### config.mk
export PLATFORM = sky130hd
export DESIGN_NAME = joy_serial_reader
export DESIGN_NICKNAME = d
export VERILOG_FILES = /design/src/rtl/joy_pkg.sv /design/src/rtl/joy_debounce_bit.sv /design/src/rtl/joy_serial_reader.sv
export SDC_FILE = /design/constraint.sdc
export NUM_CORES = 1
export LEC_CHECK = 0
export BUFFER_PORTS_ARGS = -buffer_cell sky130_fd_sc_hd__buf_2
export CORE_ASPECT_RATIO = 1.25
export CORE_UTILIZATION = 50
export CTS_BUF_LIST = sky130_fd_sc_hd__clkbuf_16
export DETAILED_ROUTE_END_ITERATION = 7
export PLACE_DENSITY = 0.67
export RECOVER_POWER = 50
export SYNTH_ARGS = -nofsm -noshare
export SYNTH_HDL_FRONTEND = slang
export SYNTH_SLANG_ARGS = --single-unit
### constraint.sdc
create_clock -name clk_sys -period 2 [get_ports clk_sys]
set_input_delay 0.3 -clock clk_sys [delete_from_list [all_inputs] [get_ports clk_sys]]
set_output_delay 0.3 -clock clk_sys [all_outputs]
set_load 0.1 [all_outputs]
### src/rtl/joy_pkg.sv
// Shared constants for the DB9 joystick reader: bit positions within an
// active-low joystick word and the idle (nothing pressed) value.
package joy_pkg;

    localparam int JOY_UP    = 0;
    localparam int JOY_DOWN  = 1;
    localparam int JOY_LEFT  = 2;
    localparam int JOY_RIGHT = 3;
    localparam int JOY_FIRE1 = 4;
    localparam int JOY_FIRE2 = 5;
    localparam int JOY_FIRE3 = 6;
    localparam int JOY_START = 7;

    localparam logic [7:0] JOY_IDLE = 8'hFF;

endpackage

### src/rtl/joy_debounce_bit.sv
// One debounced joystick bit: the output only follows the raw frame value
// after it has disagreed for DEBOUNCE_FRAMES consecutive frame commits.
module joy_debounce_bit #(
    parameter int DEBOUNCE_FRAMES = 2
) (
    input  logic clk_sys,
    input  logic reset_n,
    input  logic commit,
    input  logic raw,
    output logic out
);

    localparam logic [2:0] LAST = 3'(DEBOUNCE_FRAMES - 1);

    logic [2:0] cnt;

    always_ff @(posedge clk_sys or negedge reset_n) begin
        if (!reset_n) begin
            cnt <= '0;
            out <= 1'b1;
        end else if (commit) begin
            if (raw == out) begin
                cnt <= '0;
            end else if (cnt == LAST) begin
                out <= raw;
                cnt <= '0;
            end else begin
                cnt <= cnt + 3'd1;
            end
        end
    end

endmodule

### src/rtl/joy_serial_reader.sv
// Serial reader for two DB9 joysticks on a parallel-load shift chain:
// input synchronizer, shift clock divider, 16-state sequencer and debouncers.
module joy_serial_reader
    import joy_pkg::*;
#(
    parameter int CLKDIV_W        = 8,
    parameter int DEBOUNCE_FRAMES = 2
) (
    input  logic       clk_sys,
    input  logic       reset_n,
    input  logic       JOY_DATA,
    output logic       JOY_CLK,
    output logic       JOY_LOAD,
    output logic [7:0] joystick1,
    output logic [7:0] joystick2,
    output logic       frame_strobe
);

    if (DEBOUNCE_FRAMES < 1 || DEBOUNCE_FRAMES > 7) begin : g_bad_frames
        $fatal(1, "joy_serial_reader: DEBOUNCE_FRAMES must be in 1..7");
    end

    logic                data_sync_p0;
    logic                data_sync_p1;
    logic [CLKDIV_W-1:0] div;
    logic [3:0]          state;
    logic [15:0]         raw;
    logic                commit;
    logic                tick;
    logic [15:0]         out;

    assign tick = (div == '0);

    always_ff @(posedge clk_sys or negedge reset_n) begin
        if (!reset_n) begin
            data_sync_p0 <= 1'b1;
            data_sync_p1 <= 1'b1;
            div          <= '0;
            state        <= '0;
            raw          <= {JOY_IDLE, JOY_IDLE};
            commit       <= 1'b0;
        end else begin
            data_sync_p0 <= JOY_DATA;
            data_sync_p1 <= data_sync_p0;
            div          <= div + CLKDIV_W'(1);
            // The state-15 tick completes the word; debouncers see it next cycle.
            commit       <= tick && (state == 4'd15);
            if (tick) begin
                raw[~state] <= data_sync_p1;
                state       <= state + 4'd1;
            end
        end
    end

    for (genvar i = 0; i < 16; i++) begin : g_bit
        joy_debounce_bit #(
            .DEBOUNCE_FRAMES(DEBOUNCE_FRAMES)
        ) u_debounce (
            .clk_sys(clk_sys),
            .reset_n(reset_n),
            .commit (commit),
            .raw    (raw[i]),
            .out    (out[i])
        );
    end

    assign JOY_CLK      = div[CLKDIV_W-1];
    assign JOY_LOAD     = (state != 4'd0);
    assign frame_strobe = commit;
    assign joystick1    = out[15:8];
    assign joystick2    = out[7:0];

endmodule

Yosys cells after proc, flatten, opt, wreduce, memory -nomap -nowiden
Cells that the tools add are included.
{"block": "totals", "reg_bits": 95, "in_bits": 3, "output_inout_bits": 19, "elab_cells": 163}
{"block": "op_classes", "add_sub_neg": 18, "n_lt_le_gt_ge": 2, "eq_ne": 33, "mux": 35, "bitwise_logic": 17, "reduce_logical": 20}
{"operator": "$mux 3", "n": 32}
{"operator": "$add 3x1->3 const B", "n": 16}
{"operator": "$eq 3x1->1 const B", "n": 16}
{"operator": "$reduce_and 3->1", "n": 16}
{"operator": "$bwmux 16", "n": 1}
{"operator": "$eq 1x1->1", "n": 16}
{"operator": "$not 1->1", "n": 16}
{"operator": "$add 8x1->8 const B", "n": 1}
{"operator": "$logic_not 8->1", "n": 1}
{"operator": "$lt 4x5->1 const B", "n": 1}
{"operator": "$add 4x1->4 const B", "n": 1}
{"operator": "$demux 1 s4", "n": 1}
{"operator": "$eq 4x4->1 const B", "n": 1}
{"operator": "$ge 4x1->1 const B", "n": 1}
{"operator": "$not 4->4", "n": 1}
{"operator": "$reduce_bool 4->1", "n": 1}
{"operator": "$logic_and 1x1->1", "n": 2}
{"operator": "$mux 1", "n": 1}

Logic depth before layout (Yosys ltp)
Gate-level depths: netlist of run 1.
{"block": "logic_depth", "word_depth": 6, "mapped_depth": 6}

Modules after synthesis
From an unflattened synthesis of run 1, not the netlist that was laid out.
{"block": "hier_totals", "cells_unflattened": 376, "area_unflattened_um2": 4682.0}
{"mod": "joy_debounce_bit", "n_inst": 16, "cells_each": 17, "area_per_inst_um2": 205.2, "seq_area_each_um2": 101.3}
{"mod": "joy_serial_reader", "n_inst": 1, "cells_each": 104, "area_per_inst_um2": 1398.8, "seq_area_each_um2": 798.3}

Least setup slack after synthesis of run 1
OpenSTA, ideal clock, no wires.
{"block": "synth_timing", "path_type": "register to register", "startpoint": "register commit, in the netlist frame_strobe", "endpoint": "register g_bit[14].u_debounce.cnt[2]", "t_arrival_ns": 2.023, "slack_ns": -0.102, "path_stages_with_launch": 6, "period_less_slack_ns": 2.102, "path_cell_list": "dfrtp_1 -> buf_2 -> clkbuf_1 -> buf_1 -> nand4_1 -> mux2i_1"}
{"element": "start: declaration", "line_no": "joy_serial_reader.sv:28", "source": "logic commit;"}
{"element": "start signal: assignment", "line_no": "joy_serial_reader.sv:47", "source": "commit <= tick && (state == 4'd15);"}
{"element": "end signal: assignment", "line_no": "joy_debounce_bit.sv:28", "source": "cnt <= cnt + 3'd1;"}
{"element": "end: declaration", "line_no": "joy_debounce_bit.sv:15", "source": "logic [2:0] cnt;"}

Worst setup path in the final report of run 1
{"block": "layout_timing", "startpoint": "register state[0]", "endpoint": "output port JOY_LOAD"}
{"block": "layout_between", "elab_chain_cells": 1}
{"element": "start: declaration", "line_no": "joy_serial_reader.sv:26", "source": "logic [3:0] state;"}
{"element": "start signal: assignment", "line_no": "joy_serial_reader.sv:50", "source": "state <= state + 4'd1;"}
{"element": "$reduce_bool 4->1", "line_no": "joy_serial_reader.sv:68", "source": "assign JOY_LOAD = (state != 4'd0);"}
{"element": "end: declaration", "line_no": "joy_serial_reader.sv:13", "source": "output logic JOY_LOAD,"}
Every way passes these cells.

==> impl_metrics.csv, run 1 <==
group,metric,value,unit
outcome,status,"complete, no violations",
timing,finalSetupViolCount,0,
timing,post-route-period-util,93.0,%
logic_synthesis,synthTopCellsByArea,"dfrtp_1, dfstp_2, mux2_2, mux2i_1, xnor2_1",
worst_setup_path,start_kind,"flop",
hold_path,hold_class,"in -> reg",
routing,num_vias,3107,
worst_setup_path,worst_ep_arrival_time,1.56,ns
timing,period_minus_slack,1.86,ns
timing,tightest_slew,0.819,ns
routing,route.detailed.drc,0,
logic_synthesis,yosysMostFrequentCell,"dfrtp_1",
layout,drive_above_1_share,24.9,%
cts,cts.clk_slew.worst_paths,0.06,ns
grt,grt-ovfl-total,0,
routing,wire_per_inst,13.7,µm
floorplan,fp.dieW,89.0,µm
layout,syn2layout_area_growth,11.2,%
timing,slew_viol_final,0,
timing,rsz0062_at_grt,"no",
timing,finalSetupTns,0,ns
layout,antenna_cells,0,
cts,clock-sinks,95,
logic_synthesis,ys_ff_latch,95,
routing,vias_per_cell,5.54,
grt,antenna_found_initial,0,
place,finalWeightedCongestion,0.756,
layout,fin_cells,561,
logic_synthesis,syn-cell-area,4730,µm²
worst_setup_path,critical_path.max_fanout,5,
layout,fin_nets,442,
cts,ctsLongestPathBuffers,2,
timing,slew_headroom,45.4,%
layout,finish.utilization,57.4,%
logic_synthesis,ys_top_cells_by_count,"dfrtp_1, nand2_1, dfstp_2, nand4_1, mux2_2",
grt,grt_pass1_wl,13.8,mm
pwr,irDropWorstVdd,0.376,mV
logic_synthesis,ys_seq_area_share,51.1,%
floorplan,die_area,9860,µm²
timing,hold_viol_final,0,
timing,fmax,0.537,GHz
layout,nFillCells,818,
cts,cts_inserted_buffers,9,
logic_synthesis,async_flop_share,100,%
cts,insertion_delay,0.34,ns
cts,cts_tree,"yes",
floorplan,initial_core_util,51.6,%
layout,multi_input_area,2100,µm²
logic_synthesis,synth_cell_types,37,
floorplan,die_y,111,µm
routing,totalWireLength,7.67,mm
timing,skew,0.00622,ns
layout,regArea,2420,µm²
place,portBuffers,21,
cts,htree_levels,3,
logic_synthesis,yosysWarnings,0,
pwr,p_per_area,741,nW/µm²
routing,first_iter_violations,152,
job,drv_cap,0,
logic_synthesis,synth_area_per_cell,11.2,µm²
logic_synthesis,synth_fp_nets,431,
cts,cts-root-buf,"clkbuf_16",
place,dp.cells,544,
worst_setup_path,endpoint_kind,"primary output",
logic_synthesis,synthFlopType,"dfrtp_1",
routing,dr.pass1.iters,4,
logic_synthesis,yosys.area.top_type,"dfrtp_1",
worst_setup_path,critical_path_class,"reg -> out",
grt,grt_max_degree,41,
logic_synthesis,synth_edf_count,0,
grt,grt_use_total,17.6,%
pwr,leakagePower,0.00229,µW
floorplan,core,9170,µm²
worst_setup_path,crit_required,1.70,ns
floorplan,row_count,39,
routing,ant_nets,0,
logic_synthesis,synth_top_area_share,32.2,%
floorplan,ios,22,
logic_synthesis,syn_inst,422,
cts,postCtsSetupBuffers,0,
place,post-dp-hpwl,5.29,mm
grt,grt_pass1_vias,3056,
==> critical path, stage by stage, from the launching register on <==
cell,delay [ns]
dfrtp_1,0.43
inv_1,0.09
ha_1,0.27
nand2_1,0.10
clkbuf_4,0.33
==> power by group <==
| part | internal (µW) | switching, µW | total (µW) |
|---|---|---|---|
| registers | 1930 | 4.34 | 1930 |
| clock network | 1210 | 712 | 1920 |
| logic | 5.13 | 36.3 | 41.5 |
| total | 3150 | 752 | 3900 |
==> cell families after synthesis <==
family	share of synthesized area [%]
XOR/XNOR	6.84
flip-flops	51.1
AND/OR/NAND/NOR	14.2
adder cells (fa/ha/maj)	1.59
multiplexers	13.6
AO/OA/AOI/OAI	8.01
buffers and inverters	4.65
==> per-layer routing <==
metal | part of all wire, % | track usage (%) | routed length (µm)
met1 | 46 | 22.9 | 3500
met5 | 0 | 0 | 0
met2 | 51 | 28.9 | 3880
met3 | 2.1 | 2.90 | 158
met4 | 1.6 | 7.51 | 121
==> repair_timing <==
action	in CTS	in global routing
hold buffers	1	0
endpoints found under the setup margin	0	1
hold endpoints to repair	15	0
resized for setup	0	1
==> state kept, by name, summed over array words and instances (netlist names) <==
| name | count |
|---|---|
| data_sync_p1 | 1 |
| g_bit.u_debounce.cnt | 48 |
| raw | 16 |
| div | 8 |
| state | 4 |
| g_bit.u_debounce.out | 16 |
| frame_strobe | 1 |
| data_sync_p0 | 1 |
==> area by class of cell <==
| cell class | count | share of cell area (%) |
|---|---|---|
| Clock inverter | 7 | 2.12 |
| Sequential cell | 95 | 46.0 |
| Multi-Input combinational cell | 287 | 39.9 |
| Timing Repair Buffer | 29 | 3.99 |
| Clock buffer | 9 | 4.28 |
| Tap cell | 123 | 2.92 |
| Inverter | 11 | 0.784 |
==> metrics by stage <==
| step | setup slack, ns | cell area, µm² | hold WS, ns | total power (µW) |
|---|---|---|---|---|
| after floorplan | 0.0294 | 4740 | 0.00441 | 1970 |
| after global placement | 0.428 | 4940 | 0.286 | 2020 |
| after detailed placement | 0.381 | 4940 | 0.290 | 2020 |
| after CTS | 0.0415 | 5290 | 0.0443 | 3950 |
| after global routing | 0.0594 | 5260 | 0.0450 | 4020 |
| final | 0.139 | 5260 | 0.0554 | 3900 |
==> placed cells by master, fill, tap and decap left out, types with 8 or more instances in the layout <==
master / instances
a21boi_0: 12
a32o_1: 12
buf_2: 18
clkbuf_16: 9
dfrtp_1: 60
dfstp_2: 33
inv_1: 11
mux2_1: 8
mux2_2: 28
mux2i_1: 24
nand2_1: 47
nand4_1: 29
nor2_1: 17
nor3_1: 18
o21ai_0: 16
xnor2_1: 23
xor2_1: 14
==> final timing paths <==
| path | slack (ns) | cells past startpoint | startpoint | to |
|---|---|---|---|---|
| hold / removal | 0.06 | 1 | JOY_DATA | data_sync_p0 |
| setup reg to reg | 0.37 | 6 | div[0] | state[1] |
| min in group asynchronous | 0.57 | 2 | reset_n | g_bit[1].u_debounce.cnt[1] |
| hold reg to reg | 0.36 | 0 | data_sync_p0 | data_sync_p1 |
| max in group asynchronous | 0.37 | 3 | reset_n | g_bit[11].u_debounce.out |
| setup / recovery | 0.14 | 4 | state[0] | JOY_LOAD |
Power figures use the tool's default switching activity.
==> run 2, diff against run 1 <==
- PLACE_DENSITY: 0.67 -> not set
- PLACE_DENSITY_LB_ADDON: not set -> 0.3
==> run 2 against run 1 <==
Die area unchanged. First-iteration DRC count down 7.2%. Critical path type unchanged. Cell count up 0.36%. Largest power group unchanged. Sequential share of layout area up 0.53 points. Hold slack better by 0.0074 ns. Largest cell class unchanged. Final area down 1.2%. Core utilization down 0.68 points. Maximum frequency up 1.0%. Global-route usage down 0.20 points.
==> impl_metrics.csv, run 2 (synthesis results as in run 1) <==
group,metric,value,unit
outcome,status,"complete, no violations",
grt,antenna_found_initial,0,
place,finalWeightedCongestion,0.753,
cts,cts_inserted_buffers,9,
layout,finish.utilization,56.7,%
timing,finalWorstSetupSlack,0.158,ns
grt,grt_use_total,17.4,%
worst_setup_path,max_stage_delay,0.42,ns
worst_setup_path,critical_path_class,"reg -> out",
layout,regMostFlops,"g_bit.u_debounce.cnt",
job,drv_cap,0,
cts,insertion_delay,0.33,ns
cts,htree_levels,3,
pwr,p_per_area,690,nW/µm²
timing,rsz0062_at_grt,"no",
grt,use_met2,28.5,%
layout,reg.largest.list,"g_bit.u_debounce.cnt (48), g_bit.u_debounce.out (16), raw (16)",
floorplan,die_area,9860,µm²
routing,num_vias,3118,
routing,dr.pass1.iters,4,
worst_setup_path,cp_slowest_cell,"dfrtp_1",
routing,totalWireLength,7.71,mm
timing,slew_viol_final,0,
place,place_ws,0.364,ns
timing,holdWs,0.0628,ns
timing,finalSetupViolCount,0,
worst_setup_path,crit_required,1.70,ns
layout,final_common_cell,"dfrtp_1",
grt,grt_max_degree,66,
pwr,irDropWorstVdd,0.479,mV
layout,fin_nets,444,
grt,grt_pass1_wl,13.4,mm
timing,hold_viol_final,0,
timing,period_minus_slack,1.84,ns
floorplan,initial_core_util,51.6,%
place,post-dp-hpwl,5.32,mm
grt,busiest_layer,"met2",
cts,cts_tree,"yes",
floorplan,die_y,111,µm
timing,tightest_slew,0.953,ns
worst_setup_path,crit_chain,"inv_1 > ha_1 > nand2_1 > clkbuf_4",
pwr,finalPower,3590,µW
hold_path,hold_class,"in -> reg",
pwr,leakagePower,0.00228,µW
layout,final_cell_mix,"dfrtp_1, nand2_1, dfstp_2",
timing,finalSetupTns,0,ns
cts,clock-sinks,95,
floorplan,ios,22,
floorplan,fp.dieW,89.0,µm
floorplan,row_count,39,
cts,cts-root-buf,"clkbuf_16",
layout,drive_above_1_share,23.9,%
place,portBuffers,21,
routing,route.detailed.drc,0,
timing,fmax,0.543,GHz
floorplan,core,9170,µm²
worst_setup_path,start_kind,"flop",
timing,post-route-period-util,92.1,%
routing,ant_nets,0,
layout,largest_reg_flops,48,
grt,gr-usage-met1,21.6,%
routing,wire_per_inst,13.7,µm
layout,syn2layout_area_growth,9.86,%
timing,skew,0.00559,ns
worst_setup_path,critical_path.max_fanout,5,
routing,vias_per_cell,5.54,
routing,first_iter_violations,141,
worst_setup_path,endpoint_kind,"primary output",
cts,cts.clk_slew.worst_paths,0.06,ns
worst_setup_path,worst_ep_arrival_time,1.54,ns
grt,grt_pass1_vias,3003,
grt,globalRouteMet3Util,3.87,%
cts,ctsLongestPathBuffers,2,
layout,antenna_cells,0,
grt,grt-ovfl-total,0,
timing,slew_headroom,36.4,%
layout,nFillCells,801,
## run 2: where the power goes
part	switching [µW]	total [µW]	internal (µW)
sequential	4.10	1930	1930
clock	667	1610	948
combinational	38.0	43.7	5.77
## run 2: critical path: cells and delay by family, from the launching register on
kind / cells / cell delay (ns)
buf+inv: 2 / 0.41
flops: 1 / 0.42
fa+ha+maj: 1 / 0.26
simple gates: 1 / 0.11
## run 2: what timing repair did
action                     4_1_cts  5_1_grt
gates resized for setup          0        1
setup endpoints to repair        0        1
hold buffers                     1        0
hold endpoints to repair        26        0
buffers inserted                 0        0
## run 2: layer usage
metal / wire length, µm / share of wire, %
met4: 123 / 1.6
met5: 0 / 0
met2: 3940 / 51
met1: 3480 / 45
met3: 176 / 2.3
## run 2: final cells by class
type                       instances  area, µm²  share of cell area [%]
inverter                          11       41.3                   0.794
multi-input combinational        287       2100                    40.4
sequential                        95       2420                    46.5
timing repair buffer              31        204                    3.92
clock buffer                       9        225                    4.33
tap                              123        154                    2.96
clock inverter                     7       56.3                    1.08
## run 2: worst paths after layout
kind | startpoint | endpoint | slack [ns] | cells past startpoint
hold reg to reg | data_sync_p0 | data_sync_p1 | 0.36 | 0
max in group asynchronous | reset_n | g_bit[0].u_debounce.out | 0.34 | 3
setup reg to reg | frame_strobe | g_bit[14].u_debounce.out | 0.26 | 4
setup / recovery | state[0] | JOY_LOAD | 0.16 | 4
hold / removal | JOY_DATA | data_sync_p0 | 0.06 | 1
min in group asynchronous | reset_n | g_bit[1].u_debounce.cnt[2] | 0.63 | 2
## run 2: through the flow
| step | cells | instance area [µm²] |
|---|---|---|
| after global placement | 546 | 4930 |
| after CTS | 563 | 5220 |
| after global routing | 563 | 5200 |
| after floorplan | 422 | 4740 |
| final | 563 | 5200 |
| after detailed placement | 546 | 4930 |
